[config.mk]
export PLATFORM = sky130hd
export DESIGN_NAME = seq_detect_moore_p
export DESIGN_NICKNAME = d
export VERILOG_FILES = /design/src/rtl/seq_detect_moore_p.sv
export SDC_FILE = /design/constraint.sdc
export NUM_CORES = 1
export LEC_CHECK = 0
export ABC_AREA = 0
export CORE_UTILIZATION = 35
export DETAILED_ROUTE_END_ITERATION = 12
export SLEW_MARGIN = 0
export SYNTH_ARGS = -nofsm -noshare
export SYNTH_HDL_FRONTEND = slang
export SYNTH_SLANG_ARGS = --single-unit
[constraint.sdc]
create_clock -name clk -period 1.4 [get_ports clk]
set_input_delay 0.14 -clock clk [delete_from_list [all_inputs] [get_ports clk]]
set_output_delay 0.14 -clock clk [all_outputs]
set_load 0.01 [all_outputs]
[src/rtl/seq_detect_moore_p.sv]
// Runtime-programmable Moore sequence detector: tracks the longest matched pattern prefix.
// Optional saturating match counter is enabled by defining SEQDET_COUNT_EN.
module seq_detect_moore_p #(
  parameter int               PAT_W   = 3,
  parameter logic [PAT_W-1:0] PAT_RST = 3'b110,
  parameter bit               OVERLAP = 1'b1,
  parameter int               CNT_W   = 8,
  localparam int              ST_W    = $clog2(PAT_W + 1)
) (
  input  logic             clk,
  input  logic             reset,
  input  logic             in_bit,
  input  logic             in_valid,
  input  logic             pat_load,
  input  logic [PAT_W-1:0] pat_in,
  output logic             out,
  output logic [ST_W-1:0]  state_o
`ifdef SEQDET_COUNT_EN
  ,
  output logic [CNT_W-1:0] match_count
`endif
);

  localparam logic [ST_W-1:0] ST_FULL = ST_W'(PAT_W);

  logic [PAT_W-1:0] pat_q, pat_d;
  logic [PAT_W-1:0] hist_q, hist_d;
  logic [ST_W-1:0]  st_q, st_d;
  logic [ST_W-1:0]  cnt_q, cnt_d;

  logic             accept;
  logic             clear;
  logic [PAT_W-1:0] base_hist;
  logic [PAT_W-1:0] hist_n;
  logic [ST_W-1:0]  base_cnt;
  logic [ST_W-1:0]  cnt_n;
  logic [PAT_W:1]   k_hit;

  // cnt counts accepted bits since the last clear, so prefixes never span stale history.
  always_comb begin
    accept    = in_valid && !pat_load;
    clear     = (OVERLAP == 1'b0) && (st_q == ST_FULL);
    base_hist = clear ? '0 : hist_q;
    base_cnt  = clear ? '0 : cnt_q;
    hist_n    = (base_hist << 1) | {{(PAT_W-1){1'b0}}, in_bit};
    cnt_n     = (base_cnt == ST_FULL) ? ST_FULL : base_cnt + ST_W'(1);
    pat_d     = pat_q;
    hist_d    = hist_q;
    cnt_d     = cnt_q;
    if (pat_load) begin
      pat_d  = pat_in;
      hist_d = '0;
      cnt_d  = '0;
    end else if (in_valid) begin
      hist_d = hist_n;
      cnt_d  = cnt_n;
    end
  end

  for (genvar gi = 1; gi <= PAT_W; gi++) begin : g_k
    assign k_hit[gi] = (hist_d[gi-1:0] == pat_q[PAT_W-1:PAT_W-gi]) &&
                       (cnt_d >= ST_W'(gi));
  end

  always_comb begin
    st_d = st_q;
    if (pat_load) begin
      st_d = '0;
    end else if (in_valid) begin
      st_d = '0;
      for (int k = 1; k <= PAT_W; k++) begin
        if (k_hit[k]) st_d = ST_W'(k);
      end
    end
  end

  always_ff @(posedge clk or negedge reset) begin
    if (!reset) begin
      pat_q  <= PAT_RST;
      hist_q <= '0;
      st_q   <= '0;
      cnt_q  <= '0;
    end else begin
      pat_q  <= pat_d;
      hist_q <= hist_d;
      st_q   <= st_d;
      cnt_q  <= cnt_d;
    end
  end

  assign out     = (st_q == ST_FULL);
  assign state_o = st_q;

`ifdef SEQDET_COUNT_EN
  logic [CNT_W-1:0] mcnt_q, mcnt_d;

  always_comb begin
    mcnt_d = mcnt_q;
    if (accept && (st_d == ST_FULL) && (mcnt_q != {CNT_W{1'b1}})) begin
      mcnt_d = mcnt_q + CNT_W'(1);
    end
  end

  // Cleared by reset only; a pattern reload keeps the running total.
  always_ff @(posedge clk or negedge reset) begin
    if (!reset) mcnt_q <= '0;
    else        mcnt_q <= mcnt_d;
  end

  assign match_count = mcnt_q;
`else
  logic unused_accept;
  assign unused_accept = accept;
`endif

endmodule

==> qor.yml <==
synth:
  seq_area_frac_synth: 0.5088
  synth_fp_nets: 52
  synth-warning-count: 0
  netlist_instances: 44
  netlist_area_sq_um: 496.7
  ys_seq_elements: 10
  syn_area_per_cell_sq_um: 11.29
  yosysUniqueCellTypes: 21
cts:
  cts.hold.buffers_added: 0
  cts.sinks: 10
  clkLatencyLatePin_ps: 260
  cts_made_buffers: 3
  cts_tree: "yes"
  clk_pin_slew_ps: 70
  clockBufferDepth: 2
  cts-root-buf: "clkbuf_4"
  htree_levels: 1
place:
  portBuffers: 10
  dp_hpwl_um: 701.9
  gp_congestion: 0.8217
die:
  core-area_sq_mm: 0.001318
  rows: 13
  dieArea_sq_mm: 0.001574
  pin_count: 11
  die_w_um: 39.67
  start_util: 0.3770
  die_h_um: 39.67
drt:
  ant_nets: 0
  vias: 408
  drtPass1Iterations: 4
  drt-total-wl_um: 989
  drtIter0Drc: 10
  drc: 0
  wire_per_inst_um: 12.68
  viasPerCell: 5.231
global_route:
  grt_overflow: 0
  grt_pass1_vias: 384
  grt_pass1_wl_um: 1642
  grt_max_degree: 11
  antenna_found_initial: 0
  track_usage: 0.1649
timing:
  setup_viol: 0
  hold_ws_ps: 188.1
  rsz0062_at_grt: "true"
  slew-limit-headroom: 0.6941
  skew_ps: 0.9691
  fin_crit_sh: 0.9587
  fmaxAchievable_mhz: 745.1
  tightestPinTransition_ps: 457.4
  slew_viol_final: 0
  min_period_ps: 1342
  final_hold_viol_count: 0
layout:
  seqCellArea_sq_um: 252.7
  diodes: 0
  multi_input_area_sq_um: 247.7
  area_growth_pct: 42.07
  fillers: 138
  layout.nets: 72
  drive_gt1_frac: 0.3175
pwr:
  peakVddDrop_mv: 0.6076
  power_mw: 0.7211
  cellPowerDensity_mw_per_mm2: 1022
  p_leak_nw: 0.2937
setup_path:
  r2r-start: "base_hist[0]$_DFF_PN0_"
  arrival_ps: 1510
  crit_start: "base_hist[0]$_DFF_PN0_"
  critPathKind: "register to register"
  cp-end-kind: "register"
  startpoint_type: "register"
  crit_path_max_fanout: 4
  crit_required_ps: 1570
worst_hold_path:
  hold_path_class: "primary input to asynchronous set/reset pin"
status:
  status: "completed"
run:
  max-cap-violations: 0
-- state kept, by name, indices dropped and copies added, names as in the netlist --
register / flops
state_o: 2
pat_q: 3
base_hist: 3
base_cnt: 2
-- layout make-up --
cell class	instances	share of cell area
timing repair buffer	17	0.2128
multi-input combinational	32	0.3511
clock buffer	4	0.05142
tap	15	0.02660
sequential	10	0.3582
-- per-stage QoR --
stage | setup WS [ps] | setup TNS (ps) | util | instance area, sq um | instances
finish | 57.87 | 0 | 0.5356 | 705.7 | 78
global route | -70.19 | -126.1 | 0.5356 | 705.7 | 78
CTS | 22.18 | 0 | 0.5309 | 699.4 | 78
detailed placement | -387.3 | -835.4 | 0.4891 | 644.4 | 73
global placement | -358.6 | -764.3 | 0.4891 | 644.4 | 73
floorplan | 186.9 | 0 | - | 496.7 | 44
-- power by group --
part           internal (mW)  switching, mW
Sequential             0.313         0.0206
Combinational         0.0718         0.0530
Clock                  0.158          0.104
-- cell families (layout without fill, tap and decap cells) --
family | Yosys count | in the layout | synth area share
and+or+nand+nor | 17 | 17 | 0.1763
DFF | 10 | 10 | 0.5088
muxes | 6 | 6 | 0.1360
xor gates and xnor gates | 5 | 5 | 0.08816
AOI/OAI and AO/OA | 4 | 4 | 0.05794
buffers and inverters | 2 | 21 | 0.03273
-- metal layers --
metal  part of all wire  global-route usage
met1               0.45              0.1922
met4             0.0091             0.07759
met5                  0                   0
met3              0.048             0.05114
met2               0.49              0.2705
-- worst max-delay path: stages, from the launching register on --
cell      delay, ps
dfrtp_1         400
mux2i_2         220
nor2_2          100
xnor2_1         150
nand4_1         150
a311oi_1        230
-- cells in the final DEF (no fill, tap or decap), drive strengths merged, types with 2 or more instances in the layout --
master,netlist,routed
dfstp,2,2
clkdlybuf4s50,0,8
xnor2,4,4
nand3,2,2
buf,2,7
mux2,3,3
dlygate4sd2,0,2
a311oi,2,2
nor2,8,8
nor3,2,2
mux2i,3,3
clkbuf,0,4
dfrtp,8,8
-- path summary, 6_finish.rpt --
check,depth (start not counted),end,slack (ps)
min in group clk,2,pat_q[2]$_DFFE_PN1P_,470
max,5,state_o[0]$_DFFE_PN0P_,60
min reg2reg,1,pat_q[0]$_DFFE_PN0P_,520
max in group asynchronous,1,pat_q[1]$_DFFE_PN1P_,870
min,1,base_hist[2]$_DFF_PN0_,190
max reg2reg,5,state_o[0]$_DFFE_PN0P_,60
-- synth_stat cells, drive strengths merged --
| cell type | n | area [sq um] |
|---|---|---|
| nor2 | 8 | 35.03 |
| mux2 | 3 | 33.78 |
| nand4 | 1 | 6.260 |
| nor3 | 2 | 10.01 |
| nor3b | 1 | 7.510 |
| xnor2 | 4 | 35.03 |
| xor2 | 1 | 8.760 |
| buf | 2 | 16.26 |
| a31oi | 1 | 6.260 |
| nand3 | 2 | 10.01 |
| dfstp | 2 | 52.55 |
| a311oi | 2 | 17.52 |
| and2 | 1 | 6.260 |
| nand2 | 1 | 3.750 |
| a21oi | 1 | 5.000 |
| dfrtp | 8 | 200.2 |
| mux2i | 3 | 33.78 |
| nor4b | 1 | 8.760 |
-- what timing repair did --
| item | in CTS | in global routing |
|---|---|---|
| resized for setup | 5 | 1 |
| endpoints found under the setup margin | 3 | 2 |
| endpoints found under the hold margin | 0 | 0 |
| cloned | 0 | 0 |
| setup buffers | 1 | 0 |
| pin swaps | 0 | 3 |
Note: power is estimated with default switching activity, not from simulation.
